[src/rtl/keccak_msg_feeder.sv]
// keccak_msg_feeder
//   Front end for the Kyber hash core input FIFO. Accepts a valid/ready stream
//   of 32-bit little-endian message words and writes them to the FIFO,
//   applying FIPS-202 domain separation and pad10*1 padding and splitting the
//   stream into rate-sized blocks.
//
//   Build option: define KECCAK_FEED_PAD_EN for full padding/block splitting.
//   Without it, words pass straight through, ififo_last follows in_last,
//   empty_msg is ignored and blk_cnt counts messages since reset.
//
// Ports
//   clk, rst         clock, asynchronous active-low reset
//   start            one-cycle start pulse, honoured only when idle
//   mode             00 SHAKE128, 01 SHAKE256, 10 SHA3-256, 11 SHA3-512
//   empty_msg        message has zero bytes (sampled on start)
//   in_valid/ready   message word handshake
//   in_data/last     message word (byte 0 in [7:0]) and final-word flag
//   in_bytes         valid bytes (1..4) in the final word
//   ififo_full       hash-core FIFO full
//   ififo_wen/din    FIFO write strobe and data
//   ififo_absorb     high with every write
//   ififo_mode       latched mode
//   ififo_last       final word of a rate block
//   busy, done       not idle; one-cycle pulse after the last write
//   blk_cnt          blocks emitted (messages in pass-through build), sat. 255
module keccak_msg_feeder (
  input  logic        clk,
  input  logic        rst,
  input  logic        start,
  input  logic [1:0]  mode,
  input  logic        empty_msg,
  input  logic        in_valid,
  output logic        in_ready,
  input  logic [31:0] in_data,
  input  logic        in_last,
  input  logic [2:0]  in_bytes,
  input  logic        ififo_full,
  output logic        ififo_wen,
  output logic [31:0] ififo_din,
  output logic        ififo_absorb,
  output logic [1:0]  ififo_mode,
  output logic        ififo_last,
  output logic        busy,
  output logic        done,
  output logic [7:0]  blk_cnt
);

  typedef enum logic [1:0] {S_IDLE = 2'd0, S_MSG = 2'd1, S_PAD = 2'd2} state_t;

  state_t      state;
  logic [1:0]  mode_q;
  logic        rdy;
  logic        wen;
  logic [31:0] din;
  logic        lst;

  assign in_ready     = rdy;
  assign ififo_wen    = wen;
  assign ififo_din    = din;
  assign ififo_absorb = wen;
  assign ififo_last   = lst;
  assign ififo_mode   = mode_q;
  assign busy         = (state != S_IDLE);

`ifdef KECCAK_FEED_PAD_EN

  logic [5:0]  wctr;
  logic        pend;      // suffix byte still owed to the stream
  logic [5:0]  rate_m1;
  logic [7:0]  suffix;
  logic [31:0] part_word;
  logic        at_end;
  logic        blk_end;   // this write closes a rate block
  logic        fin;       // this write is the final one of the message

  assign suffix = mode_q[1] ? 8'h06 : 8'h1F;
  assign at_end = (wctr == rate_m1);

  always_comb begin
    case (mode_q)
      2'b00:   rate_m1 = 6'd41;
      2'b11:   rate_m1 = 6'd17;
      default: rate_m1 = 6'd33;
    endcase
  end

  // Short final word: keep valid lanes, suffix in the first free lane,
  // zero above it.
  always_comb begin
    part_word = '0;
    for (int i = 0; i < 4; i++) begin
      if (3'(i) < in_bytes)
        part_word[8*i +: 8] = in_data[8*i +: 8];
      else if (3'(i) == in_bytes)
        part_word[8*i +: 8] = suffix;
    end
  end

  always_comb begin
    rdy     = 1'b0;
    wen     = 1'b0;
    din     = '0;
    lst     = 1'b0;
    blk_end = 1'b0;
    fin     = 1'b0;
    case (state)
      S_MSG: begin
        rdy = ~ififo_full;
        wen = in_valid & ~ififo_full;
        din = (in_last & ~in_bytes[2]) ? part_word : in_data;
        if (at_end) begin
          lst     = 1'b1;
          blk_end = 1'b1;
          // Only a short final word completes the padding here; a full
          // final word leaves the suffix for the next block.
          if (in_last & ~in_bytes[2]) begin
            din[31] = 1'b1;
            fin     = 1'b1;
          end
        end
      end
      S_PAD: begin
        wen = ~ififo_full;
        din = pend ? {24'h0, suffix} : 32'h0;
        if (at_end) begin
          din[31] = 1'b1;
          lst     = 1'b1;
          blk_end = 1'b1;
          fin     = 1'b1;
        end
      end
      default: ;
    endcase
    if (!wen) begin
      din = '0;
      lst = 1'b0;
    end
  end

  always_ff @(posedge clk or negedge rst) begin
    if (!rst) begin
      state   <= S_IDLE;
      mode_q  <= 2'b00;
      wctr    <= '0;
      pend    <= 1'b0;
      blk_cnt <= '0;
      done    <= 1'b0;
    end else begin
      done <= 1'b0;
      if (state == S_IDLE) begin
        if (start) begin
          mode_q  <= mode;
          wctr    <= '0;
          blk_cnt <= '0;
          pend    <= empty_msg;
          state   <= empty_msg ? S_PAD : S_MSG;
        end
      end else if (wen) begin
        wctr <= blk_end ? 6'd0 : wctr + 6'd1;
        if (blk_end && blk_cnt != 8'hFF)
          blk_cnt <= blk_cnt + 8'd1;
        if (state == S_MSG) begin
          if (in_last) begin
            if (fin) begin
              state <= S_IDLE;
              done  <= 1'b1;
            end else begin
              state <= S_PAD;
              pend  <= in_bytes[2];
            end
          end
        end else begin
          pend <= 1'b0;
          if (fin) begin
            state <= S_IDLE;
            done  <= 1'b1;
          end
        end
      end
    end
  end

`else

  logic unused_in;
  assign unused_in = ^{empty_msg, in_bytes};

  always_comb begin
    rdy = 1'b0;
    wen = 1'b0;
    din = '0;
    lst = 1'b0;
    if (state == S_MSG) begin
      rdy = ~ififo_full;
      wen = in_valid & ~ififo_full;
      if (wen) begin
        din = in_data;
        lst = in_last;
      end
    end
  end

  // blk_cnt is a message counter here, so it only clears on reset.
  always_ff @(posedge clk or negedge rst) begin
    if (!rst) begin
      state   <= S_IDLE;
      mode_q  <= 2'b00;
      blk_cnt <= '0;
      done    <= 1'b0;
    end else begin
      done <= 1'b0;
      if (state == S_IDLE) begin
        if (start) begin
          mode_q <= mode;
          state  <= S_MSG;
        end
      end else if (wen && in_last) begin
        state <= S_IDLE;
        done  <= 1'b1;
        if (blk_cnt != 8'hFF)
          blk_cnt <= blk_cnt + 8'd1;
      end
    end
  end

`endif

endmodule

[config.mk]
export PLATFORM = sky130hd
export DESIGN_NAME = keccak_msg_feeder
export DESIGN_NICKNAME = d
export VERILOG_FILES = /design/src/rtl/keccak_msg_feeder.sv
export SDC_FILE = /design/constraint.sdc
export NUM_CORES = 1
export LEC_CHECK = 0
export BUFFER_PORTS_ARGS = -buffer_cell sky130_fd_sc_hd__buf_2
export CORE_UTILIZATION = 36
export CTS_CLUSTER_DIAMETER = 30
export DETAILED_ROUTE_END_ITERATION = 8
export HOLD_SLACK_MARGIN = 0.06
export PLACE_DENSITY = 0.82
export SLEW_MARGIN = 10
export SYNTH_ARGS = -nofsm -noshare
export SYNTH_HDL_FRONTEND = slang
export SYNTH_SLANG_ARGS = --single-unit
[constraint.sdc]
create_clock -name clk -period 4.4 [get_ports clk]
set_clock_uncertainty 0.15 [all_clocks]
set_input_delay 0.66 -clock clk [delete_from_list [all_inputs] [get_ports clk]]
set_output_delay 0.66 -clock clk [all_outputs]
set_load 0.01 [all_outputs]
# Word level (Yosys, flattened, before mapping)

Cells that the tools add are included.

Add/subtract/negate cells: 1
Multipliers: 0
Divide/modulo/power cells: 0
$lt $le $gt $ge: 0
Equal/unequal tests: 3
Shift operators: 0
Mux-type cells: 11
Bitwise logic cells: 3
Reduce and logical (&&, ||, !) cells: 7

Operator list:

| operator            | number |
|---|---|
| $mux 32             | 2 |
| $add 8x1->8 const B | 1 |
| $ne 8x8->1 const B  | 1 |
| $mux 1              | 6 |
| $mux 2              | 3 |
| $reduce_and 2->1    | 2 |
| $reduce_bool 2->1   | 2 |
| $reduce_and 3->1    | 1 |
| $eq 2x1->1 const B  | 1 |
| $logic_not 2->1     | 1 |
| $ne 2x2->1 const B  | 1 |
| $not 1->1           | 2 |
| $and 1x1->1         | 1 |
| $logic_and 1x1->1   | 1 |

Bits in registers: 13
Latch bits: 0
Bits in writable memories: 0
ROM bits: 0
Input port bits: 44
Output and inout port bits: 48
Word-level logic and storage cells: 29
Memories kept: 0

# Logic depth before layout (Yosys ltp)

Gate-level depths: netlist of run 1.

Depth in word-level cells: 6
Depth in mapped cells: 4
Mapped depth without buffers: 4

# Least setup slack after synthesis of run 1

OpenSTA, ideal clock, no wires.

Path kind: in2out
From: in in_valid
To: out ififo_din[10]
Data arrival time: 1.289 ns
Data required time: 3.590 ns
Slack: 2.301 ns
Stages on the path: 4
Path through: nand2_1 nor2_1 clkbuf_1 and2_1

Cells in the longest elaborated chain, start to end: 3

Ends and longest elaborated chain:

| what        | RTL line | source |
|---|---|---|
| from (decl) | 32       | `input logic in_valid,` |
| $and 1x1->1 | 195      | `wen = in_valid & ~ififo_full;` |
| $mux 32     | 196      | `if (wen) begin` |
| $mux 32     | 193      | `if (state == S_MSG) begin` |
| to (decl)   | 39       | `output logic [31:0] ififo_din,` |

No other way between the ends.

# Worst setup path in the final report of run 1

From: reg state[0]
To: out ififo_din[7]

Cells in the longest elaborated chain, start to end: 2

Ends and longest elaborated chain:

| what                   | RTL line | source |
|---|---|---|
| from (decl)            | 50       | `state_t state;` |
| from (signal assigned) | 206      | `state <= S_IDLE;` |
| from (signal assigned) | 215      | `state <= S_MSG;` |
| from (signal assigned) | 218      | `state <= S_IDLE;` |
| $eq 2x1->1             | 193      |  |
| $mux 32                | 193      |  |

No other way between the ends.

==> impl_metrics.toml, run 1 <==
[status]
status = "finished clean"

[timing]
finalHoldViolations = 0
finalCritPeriodShare = 0.606
slew_violations = 0
slew_headroom = 0.435
setup_violations = 0
fin_setup_tns_ns = 0
tightest_slew_ns = 0.847
grt_setup_unrepaired = "no"
period_needed_ns = 2.66
clock.fmax_ghz = 0.375

[cells_and_area]
final_cell_area_mm2 = 0.00130
antennaDiodeCount = 0
layout.nets = 221
final_cell_mix = "87 x buf_2, 32 x and2_1, 12 x dfrtp_1"
drive_gt1_frac = 0.577
final_common_cell = "buf_2"
syn_to_final_growth_pct = 60.4

[drt]
antenna_left = 0
finalWirelength_um = 2420
via_per_inst = 4.53
vias = 915
drc_errors = 0
firstDrtPassIters = 4
drt_iter0_markers = 14
wire_per_inst_um = 12.0

[synthesis]
yosys.area.top_type = "dfrtp_1"
ys_ff_latch = 12
synthCells = 88
syn_avg_cell_area_um2 = 9.18
synth_seq_area_share = 0.372
ys_types = 27
synth_area_leaders = "dfrtp_1 37%, and2_1 25%, mux2_2 7.0%"
synth_top_area_frac = 0.372
syn-num-nets = 133
synth_area_um2 = 808
ys_warn_count = 0

[worst_setup_path]
path_max_fanout = 34
reg2reg_depth = 4
required_ns = 3.59
worstSetupPathType = "flop to primary output"
cp.arrival_ns = 1.85
startpoint_type = "flop"
end_kind = "primary output"
r2r_slack_ns = 2.62

[grt]
track_usage = 0.207
antenna_found_initial = 0
grt_overflow_total = 0
grt_max_degree = 35
use_met3 = 0.0343
grt_util_met1 = 0.218
use_met2 = 0.384
grt_pass1_wl_um = 3880
top_usage_layer = "met2"
grt_pass1_vias = 894

[die]
dieWidth_um = 49.4
core_area_mm2 = 0.00204
rows = 16
dieArea_mm2 = 0.00244
io_pins = 92
initial_core_util = 0.396
die_h_um = 49.4

[power]
switchingPower_w = 0.000143
p_clk_frac = 0.228
ir_drop_uv = 204
seqPwrFrac = 0.420
p_leak_nw = 0.765
swShare = 0.356
p_int_w = 0.000259
p_per_area_mw_per_mm2 = 310
p_comb_frac = 0.351

[cts]
cts_setup_buffers = 0
clock-root-buffer = "clkbuf_4"
h-tree-depth = 1
clk_pin_slew_ns = 0.08
clk_latency_ns = 0.28
cts.repair.resized = 0
cts_buffers = 3
clockBufferDepth = 2
cts.sinks = 12
cts_tree = "done"
cts_hold_buf = 0

[flow_run]
maxCapViolCount = 0

[placement]
portBuffers = 87
placed_cell_area_mm2 = 0.00126
place_hpwl_um = 2000
place_congestion = 0.850

[min_path]
hold_path_class = "input pin to async pin"
sequential cells by signal (all words and copies together), names as in the netlist:
name / flops
state: 1
ififo_mode: 2
blk_cnt: 8
done: 1
path summary, 6_finish.rpt:
path,end,from
worst min register to register,ififo_mode[0],ififo_mode[0]
min in group clk,ififo_mode[0],ififo_mode[0]
worst max register to register,blk_cnt[1],blk_cnt[0]
worst max-delay path,ififo_din[7],state[0]
worst min-delay path,blk_cnt[0],rst
max in group asynchronous,ififo_mode[1],rst
critical path, stage by stage, from the launching register on:
cell     delay (ns)
dfrtp_1        0.46
nand2_1        0.10
nor2_2         0.65
and2_1         0.23
buf_2          0.13
cell usage after synthesis (all sizes together):
cell	number
o21ai	2
nand2	5
and2b	1
clkbuf	2
buf	2
and2	32
nor2b	1
nor3	2
inv	3
mux2	6
nand4b	1
clkinv	1
o2111ai	1
o21a	1
and3	1
ha	1
xnor2	2
nand3	2
nor2	5
o211ai	1
nand4	2
mux2i	1
nor4	1
dfrtp	12
cell families after synthesis:
logic type	Yosys count	synth area share
multiplexers	7	0.0960
AND/OR/NAND/NOR	53	0.404
XOR/XNOR	2	0.0217
adder cells (fa/ha/maj)	1	0.0155
flip-flops	12	0.372
AO/OA/AOI/OAI	5	0.0464
buffers and inverters	8	0.0449
layout make-up:
| class | instances | area [um^2] |
|---|---|---|
| Fill cell | 192 | 746 |
| Multi-Input combinational cell | 68 | 474 |
| Timing Repair Buffer | 87 | 435 |
| Sequential cell | 12 | 300 |
| Clock buffer | 4 | 36.3 |
| Tap cell | 27 | 33.8 |
| Inverter | 4 | 16.3 |
power groups by stage:
| stage | clock [W] | combinational, W | sequential [W] |
|---|---|---|---|
| after floorplan | 0 | 0.0000640 | 0.000177 |
| after global placement | 0 | 0.000137 | 0.000166 |
| after detailed placement | 0 | 0.000143 | 0.000171 |
| after CTS | 0.0000926 | 0.000143 | 0.000169 |
| after global routing | 0.0000963 | 0.000155 | 0.000173 |
| final | 0.0000917 | 0.000141 | 0.000169 |
metal layers:
metal | up-vias | part of all wire
li1 | 464 | -
met1 | 406 | 0.37
met2 | 38 | 0.54
met3 | 7 | 0.057
met4 | 0 | 0.029
met5 | - | 0
per-stage QoR:
step / cells / total power, W / hold slack (ns) / setup slack (ns) / util
after floorplan: 88 / 0.000241 / 0.214 / 2.30 / -
after global placement: 198 / 0.000304 / 0.334 / 1.52 / 0.616
after detailed placement: 198 / 0.000314 / 0.345 / 1.37 / 0.616
after CTS: 202 / 0.000404 / 0.0995 / 1.36 / 0.634
after global routing: 202 / 0.000424 / 0.110 / 1.50 / 0.635
final: 202 / 0.000402 / 0.0888 / 1.74 / 0.635
No activity file was read; power rests on OpenSTA's default activity.
==> run 2, diff against run 1 <==
--- a/config.mk
+++ b/config.mk
@@ -6,11 +6,11 @@
 export NUM_CORES = 1
 export LEC_CHECK = 0
 export BUFFER_PORTS_ARGS = -buffer_cell sky130_fd_sc_hd__buf_2
-export CORE_UTILIZATION = 36
+export CORE_UTILIZATION = 30
 export CTS_CLUSTER_DIAMETER = 30
 export DETAILED_ROUTE_END_ITERATION = 8
 export HOLD_SLACK_MARGIN = 0.06
-export PLACE_DENSITY = 0.82
+export PLACE_DENSITY = 0.73
 export SLEW_MARGIN = 10
 export SYNTH_ARGS = -nofsm -noshare
 export SYNTH_HDL_FRONTEND = slang
==> constraint.sdc (replaced) <==
create_clock -name clk -period 2.3 [get_ports clk]
set_clock_uncertainty 0.15 [all_clocks]
set_input_delay 0.345 -clock clk [delete_from_list [all_inputs] [get_ports clk]]
set_output_delay 0.345 -clock clk [all_outputs]
set_load 0.01 [all_outputs]
==> run 2 against run 1 <==
  * Via count grew 1.5%
  * Sequential cell count did not move
  * Routed wire length is 8.3% lower
  * Count of clock-buffer cells in the layout down 1
  * Hold slack better by 0.068 ns
  * Global-route usage is 4.6 points lower
  * Final cell count is 2.5% higher
  * Utilization down 12 points
  * Register-to-register slack lost 2.1 ns
  * Combinational power rose by 92%
  * Highest routed layer unchanged
==> impl_metrics.toml, run 2 (synthesized netlist as in run 1, its figures left out) <==
[grt]
track_usage = 0.161
grt_pass1_vias = 826
antenna_found_initial = 0
grt_max_degree = 22
grt_pass1_wl_um = 3310
grt_overflow_total = 0

[cts]
h-tree-depth = 1
cts_buffers = 3
cts.sinks = 12
clk_pin_slew_ns = 0.07
cts.repair.resized = 0
clock-root-buffer = "clkbuf_4"
cts_tree = "done"
clk_latency_ns = 0.26
clockBufferDepth = 2

[worst_setup_path]
r2r_slack_ns = 0.55
worstSetupPathType = "flop to primary output"
startpoint_type = "flop"
required_ns = 1.80
r2r_end = "blk_cnt[1]"
cp.arrival_ns = 1.42
reg2reg_depth = 4
end_kind = "primary output"
r2r_start = "blk_cnt[0]"
path_max_fanout = 21

[min_path]
hold_start = "start"
hold_path_class = "input pin to flop"
hold_path_depth = 3
whs_endpoint = "state[0]"

[die]
rows = 18
die_h_um = 53.9
core_area_mm2 = 0.00252
dieArea_mm2 = 0.00291
io_pins = 92
dieWidth_um = 53.9
initial_core_util = 0.320

[timing]
grt_setup_unrepaired = "no"
finalCritPeriodShare = 0.835
slew_violations = 0
period_needed_ns = 1.92
setup_violations = 0
tightest_slew_ns = 0.275
clock.fmax_ghz = 0.521
whs_ns = 0.157
finalHoldViolations = 0
fin_setup_tns_ns = 0
slew_headroom = 0.817

[power]
p_leak_nw = 0.772
p_per_area_mw_per_mm2 = 546
ir_drop_uv = 558

[placement]
place_congestion = 0.831
portBuffers = 87
place_hpwl_um = 1860

[cells_and_area]
antennaDiodeCount = 0
syn_to_final_growth_pct = 61.9
drive_gt1_frac = 0.571
largest_reg_flops = 8
layout.nets = 224
top_register = "blk_cnt"
final_cell_mix = "87 x buf_2, 32 x and2_1, 12 x dfrtp_1"
final_common_cell = "buf_2"
postLayoutCoreUtil = 0.519

[drt]
firstDrtPassIters = 4
via_per_inst = 4.49
finalWirelength_um = 2220
vias = 929
drt_iter0_markers = 11
antenna_left = 0
wire_per_inst_um = 10.7
drc_errors = 0

[status]
status = "finished clean"

[flow_run]
maxCapViolCount = 0
## run 2: cell count changes in the layout (fill, tap and decap cells not counted)
cell / delta
nor2_1: +1
clkbuf_8: -1
buf_4: +2
dlygate4sd3_1: +1
nor2_2: -1
## run 2: critical path, stage by stage (launching register included)
cell	delay [ns]
dfrtp_1	0.46
nand2_1	0.08
nor2_1	0.13
buf_4	0.21
and2_1	0.15
buf_2	0.12
## run 2: layer usage
| metal | track usage | vias up | wire, um |
|---|---|---|---|
| met5 | 0 | - | 0 |
| met4 | 0.0570 | 0 | 19 |
| met3 | 0.0706 | 2 | 211 |
| met2 | 0.290 | 54 | 1130 |
| met1 | 0.163 | 407 | 864 |
| li1 | - | 466 | - |
## run 2: worst max-delay path by stage
| stage | startpoint | to | slack, ns | cells past startpoint |
|---|---|---|---|---|
| 6_report | state[0] | ififo_din[26] | 0.38 | 5 |
| 5_1_grt | state[0] | ififo_din[25] | 0.21 | 5 |
| 4_1_cts | state[0] | ififo_din[26] | 0.35 | 5 |
| 3_5_place_dp | blk_cnt[0] | blk_cnt[1] | 0.55 | 4 |
| 3_3_place_gp | blk_cnt[0] | blk_cnt[1] | 0.61 | 4 |
| 2_1_floorplan | blk_cnt[0] | blk_cnt[1] | 0.64 | 4 |
## run 2: layout make-up
cell class | instances | area (um^2)
well taps | 30 | 37.5
inverters | 4 | 16.3
repair buffers | 90 | 460
clock buffers | 3 | 22.5
fillers | 272 | 1210
multi-input cells | 68 | 472
flip-flops and latches | 12 | 300
## run 2: per-stage QoR
stage | std cells | total power, W | worst slack [ns] | area, um^2
finish | 207 | 0.000714 | 0.381 | 1310
global route | 207 | 0.000773 | 0.215 | 1310
CTS | 207 | 0.000724 | 0.348 | 1310
detailed placement | 203 | 0.000598 | 0.546 | 1280
global placement | 203 | 0.000587 | 0.608 | 1280
floorplan | 88 | 0.000461 | 0.637 | 808
## run 2: what timing repair did
action | 4_1_cts | 5_1_grt
hold endpoints to repair | 12 | 0
endpoints found under the setup margin | 0 | 0
hold buffers | 1 | 0
setup buffers | 0 | 0
## run 2: power breakdown
group | leakage, nW | switching, W | internal [W]
clock | 0.0138 | 0.0000625 | 0.0000605
combinational | 0.612 | 0.000129 | 0.000142
sequential | 0.147 | 0.0000603 | 0.000260
total | 0.772 | 0.000252 | 0.000462
==> run 3, diff against run 2 <==
--- a/config.mk
+++ b/config.mk
@@ -5,12 +5,13 @@
 export SDC_FILE = /design/constraint.sdc
 export NUM_CORES = 1
 export LEC_CHECK = 0
+export ABC_AREA = 1
 export BUFFER_PORTS_ARGS = -buffer_cell sky130_fd_sc_hd__buf_2
-export CORE_UTILIZATION = 30
+export CORE_UTILIZATION = 35
 export CTS_CLUSTER_DIAMETER = 30
 export DETAILED_ROUTE_END_ITERATION = 8
 export HOLD_SLACK_MARGIN = 0.06
-export PLACE_DENSITY = 0.73
+export PLACE_DENSITY = 0.76
 export SLEW_MARGIN = 10
 export SYNTH_ARGS = -nofsm -noshare
 export SYNTH_HDL_FRONTEND = slang
==> constraint.sdc (replaced) <==
create_clock -name clk -period 1.8 [get_ports clk]
set_clock_uncertainty 0.15 [all_clocks]
set_input_delay 0.27 -clock clk [delete_from_list [all_inputs] [get_ports clk]]
set_output_delay 0.27 -clock clk [all_outputs]
set_load 0.01 [all_outputs]
==> run 3 against run 2 <==
  * Final cell count grew 30%
  * Design area grew 8.4%
  * Routed wire length grew 8.1%
  * Via count grew 21%
==> impl_metrics.toml, run 3 <==
[status]
status = "finished clean"

[min_path]
hold_path_class = "input pin to flop"

[die]
core_area_mm2 = 0.00248
io_pins = 92
die_h_um = 53.2
initial_core_util = 0.370
dieWidth_um = 53.2
dieArea_mm2 = 0.00283
rows = 18

[cts]
clk_pin_slew_ns = 0.07
cts_buffers = 3
h-tree-depth = 1
cts_tree = "done"
clock-root-buffer = "clkbuf_4"
cts.repair.resized = 0
clockBufferDepth = 2
cts.sinks = 12
cts_setup_buffers = 0
clk_latency_ns = 0.28

[drt]
drt_iter0_markers = 14
antenna_left = 0
wire_per_inst_um = 8.90
dr.max_layer_used = "met4"
drc_errors = 0
dr_wl_met3_um = 244
routed-wl-met2_um = 1150
wl_met1_um = 963
via_per_inst = 4.15
finalWirelength_um = 2400
vias = 1120
firstDrtPassIters = 4

[synthesis]
synth_edf_count = 0
synthCells = 152
synth.most_common_cell = "inv_1"
syn_avg_cell_area_um2 = 6.03
ys_ff_latch = 12
ys_types = 19
synth_top_area_frac = 0.328
syn-num-nets = 197
yosys.area.top_type = "dfrtp_1"
ys_warn_count = 0
synth_area_leaders = "dfrtp_1 33%, inv_1 18%, nor2_1 16%"
synth_common_cells = "43 x inv_1, 38 x nor2_1, 33 x nand2_1"
synth_area_um2 = 916
synth_seq_area_share = 0.328
synth-main-ff-cell = "dfrtp_1"
async_flop_share = 1.00

[power]
p_int_w = 0.000557
p_clk_frac = 0.190
swShare = 0.369
switchingPower_w = 0.000325
p_comb_frac = 0.385
p_leak_nw = 1.00
p_per_area_mw_per_mm2 = 621
seqPwrFrac = 0.425
ir_drop_uv = 615

[cells_and_area]
antennaDiodeCount = 0
largest_reg_flops = 8
drive_gt1_frac = 0.417
final_cell_mix = "87 x buf_2, 43 x inv_1, 38 x nor2_1"
instances_no_fill = 270
top_register = "blk_cnt"
syn_to_final_growth_pct = 54.9
layout.nets = 287
final_common_cell = "buf_2"

[timing]
period_needed_ns = 1.65
fin_setup_tns_ns = 0
setup_violations = 0
grt_setup_unrepaired = "no"
slew_headroom = 0.816
clock.fmax_ghz = 0.606
tightest_slew_ns = 0.277
slew_violations = 0
worst_slack_ns = 0.150
finalCritPeriodShare = 0.917
finalHoldViolations = 0

[worst_setup_path]
worstSetupPathType = "flop to primary output"
r2r_slack_ns = 0.33
startpoint_type = "flop"
path_max_fanout = 33
cp.arrival_ns = 1.23
required_ns = 1.38
end_kind = "primary output"

[flow_run]
maxCapViolCount = 0

[grt]
grt_pass1_wl_um = 3390
grt_pass1_vias = 804
track_usage = 0.165
grt_overflow_total = 0
antenna_found_initial = 0
grt_max_degree = 34

[placement]
place_hpwl_um = 1940
portBuffers = 87
place_congestion = 0.758
dp_cells = 266
pre_cts_slack_ns = 0.329
## run 3: cell types whose count changed after synthesis, sizes merged, moves of 2 or more
cell and delta:
xor2 +2, nand2 +31, nor3 -2, nor2 +35, nand3 +3, and2 -32, mux2 -4, clkbuf -2
inv +41, buf +2
## run 3: area by class of cell
type / instances / area, um^2
fillers: 258 / 1060
multi-input cells: 91 / 420
well taps: 30 / 37.5
inverters: 45 / 173
clock buffers: 3 / 22.5
flip-flops and latches: 12 / 300
repair buffers: 89 / 465
## run 3: per-stage QoR
| stage | power (W) | area, um^2 | utilization | hold WS [ns] |
|---|---|---|---|---|
| finish | 0.000881 | 1420 | 0.573 | 0.0711 |
| global placement | 0.000715 | 1390 | 0.560 | 0.0113 |
| floorplan | 0.000567 | 916 | - | -0.176 |
| global route | 0.000956 | 1420 | 0.573 | 0.0739 |
| detailed placement | 0.000722 | 1390 | 0.560 | 0.0148 |
| CTS | 0.000894 | 1420 | 0.573 | 0.0697 |
## run 3: worst max-delay path, stage by stage (launching register included)
cell and delay (ns):
dfrtp_1 0.39, nand3_1 0.13, buf_12 0.19, nor2_1 0.10
buf_2 0.14
## run 3: cells by family after synthesis
logic type	Yosys count	share of synthesized area
multiplexers	2	0.0246
AND/OR/NAND/NOR	82	0.376
adder cells (fa/ha/maj)	1	0.0137
flip-flops	12	0.328
AO/OA/AOI/OAI	3	0.0164
buffers and inverters	49	0.213
XOR/XNOR	3	0.0287
## run 3: power by group through the flow
stage          combinational, W  clock [W]  sequential, W
2_1_floorplan          0.000168          0       0.000398
3_5_place_dp           0.000341          0       0.000381
4_1_cts                0.000344   0.000174       0.000376
3_3_place_gp           0.000337          0       0.000378
5_1_grt                0.000382   0.000188       0.000386
6_report               0.000339   0.000167       0.000375
## run 3: path summary, 6_finish.rpt
kind / start / to / cells past startpoint
max reg2reg: blk_cnt[0] / blk_cnt[7] / 8
min in group asynchronous: rst / blk_cnt[6] / 2
min: start / state[0] / 3
max in group asynchronous: rst / ififo_mode[0] / 2
max: state[0] / ififo_din[3] / 4
min reg2reg: ififo_mode[1] / ififo_mode[1] / 1
## run 3: repair_timing
action / 4_1_cts / 5_1_grt
hold buffers: 1 / 0
endpoints found under the setup margin: 0 / 0
hold endpoints to repair: 12 / 0
## run 3: routing by layer
metal | vias up | GRT usage
met5 | - | 0
met2 | 51 | 0.312
met4 | 0 | 0.0702
met1 | 464 | 0.177
met3 | 5 | 0.0287
li1 | 600 | -
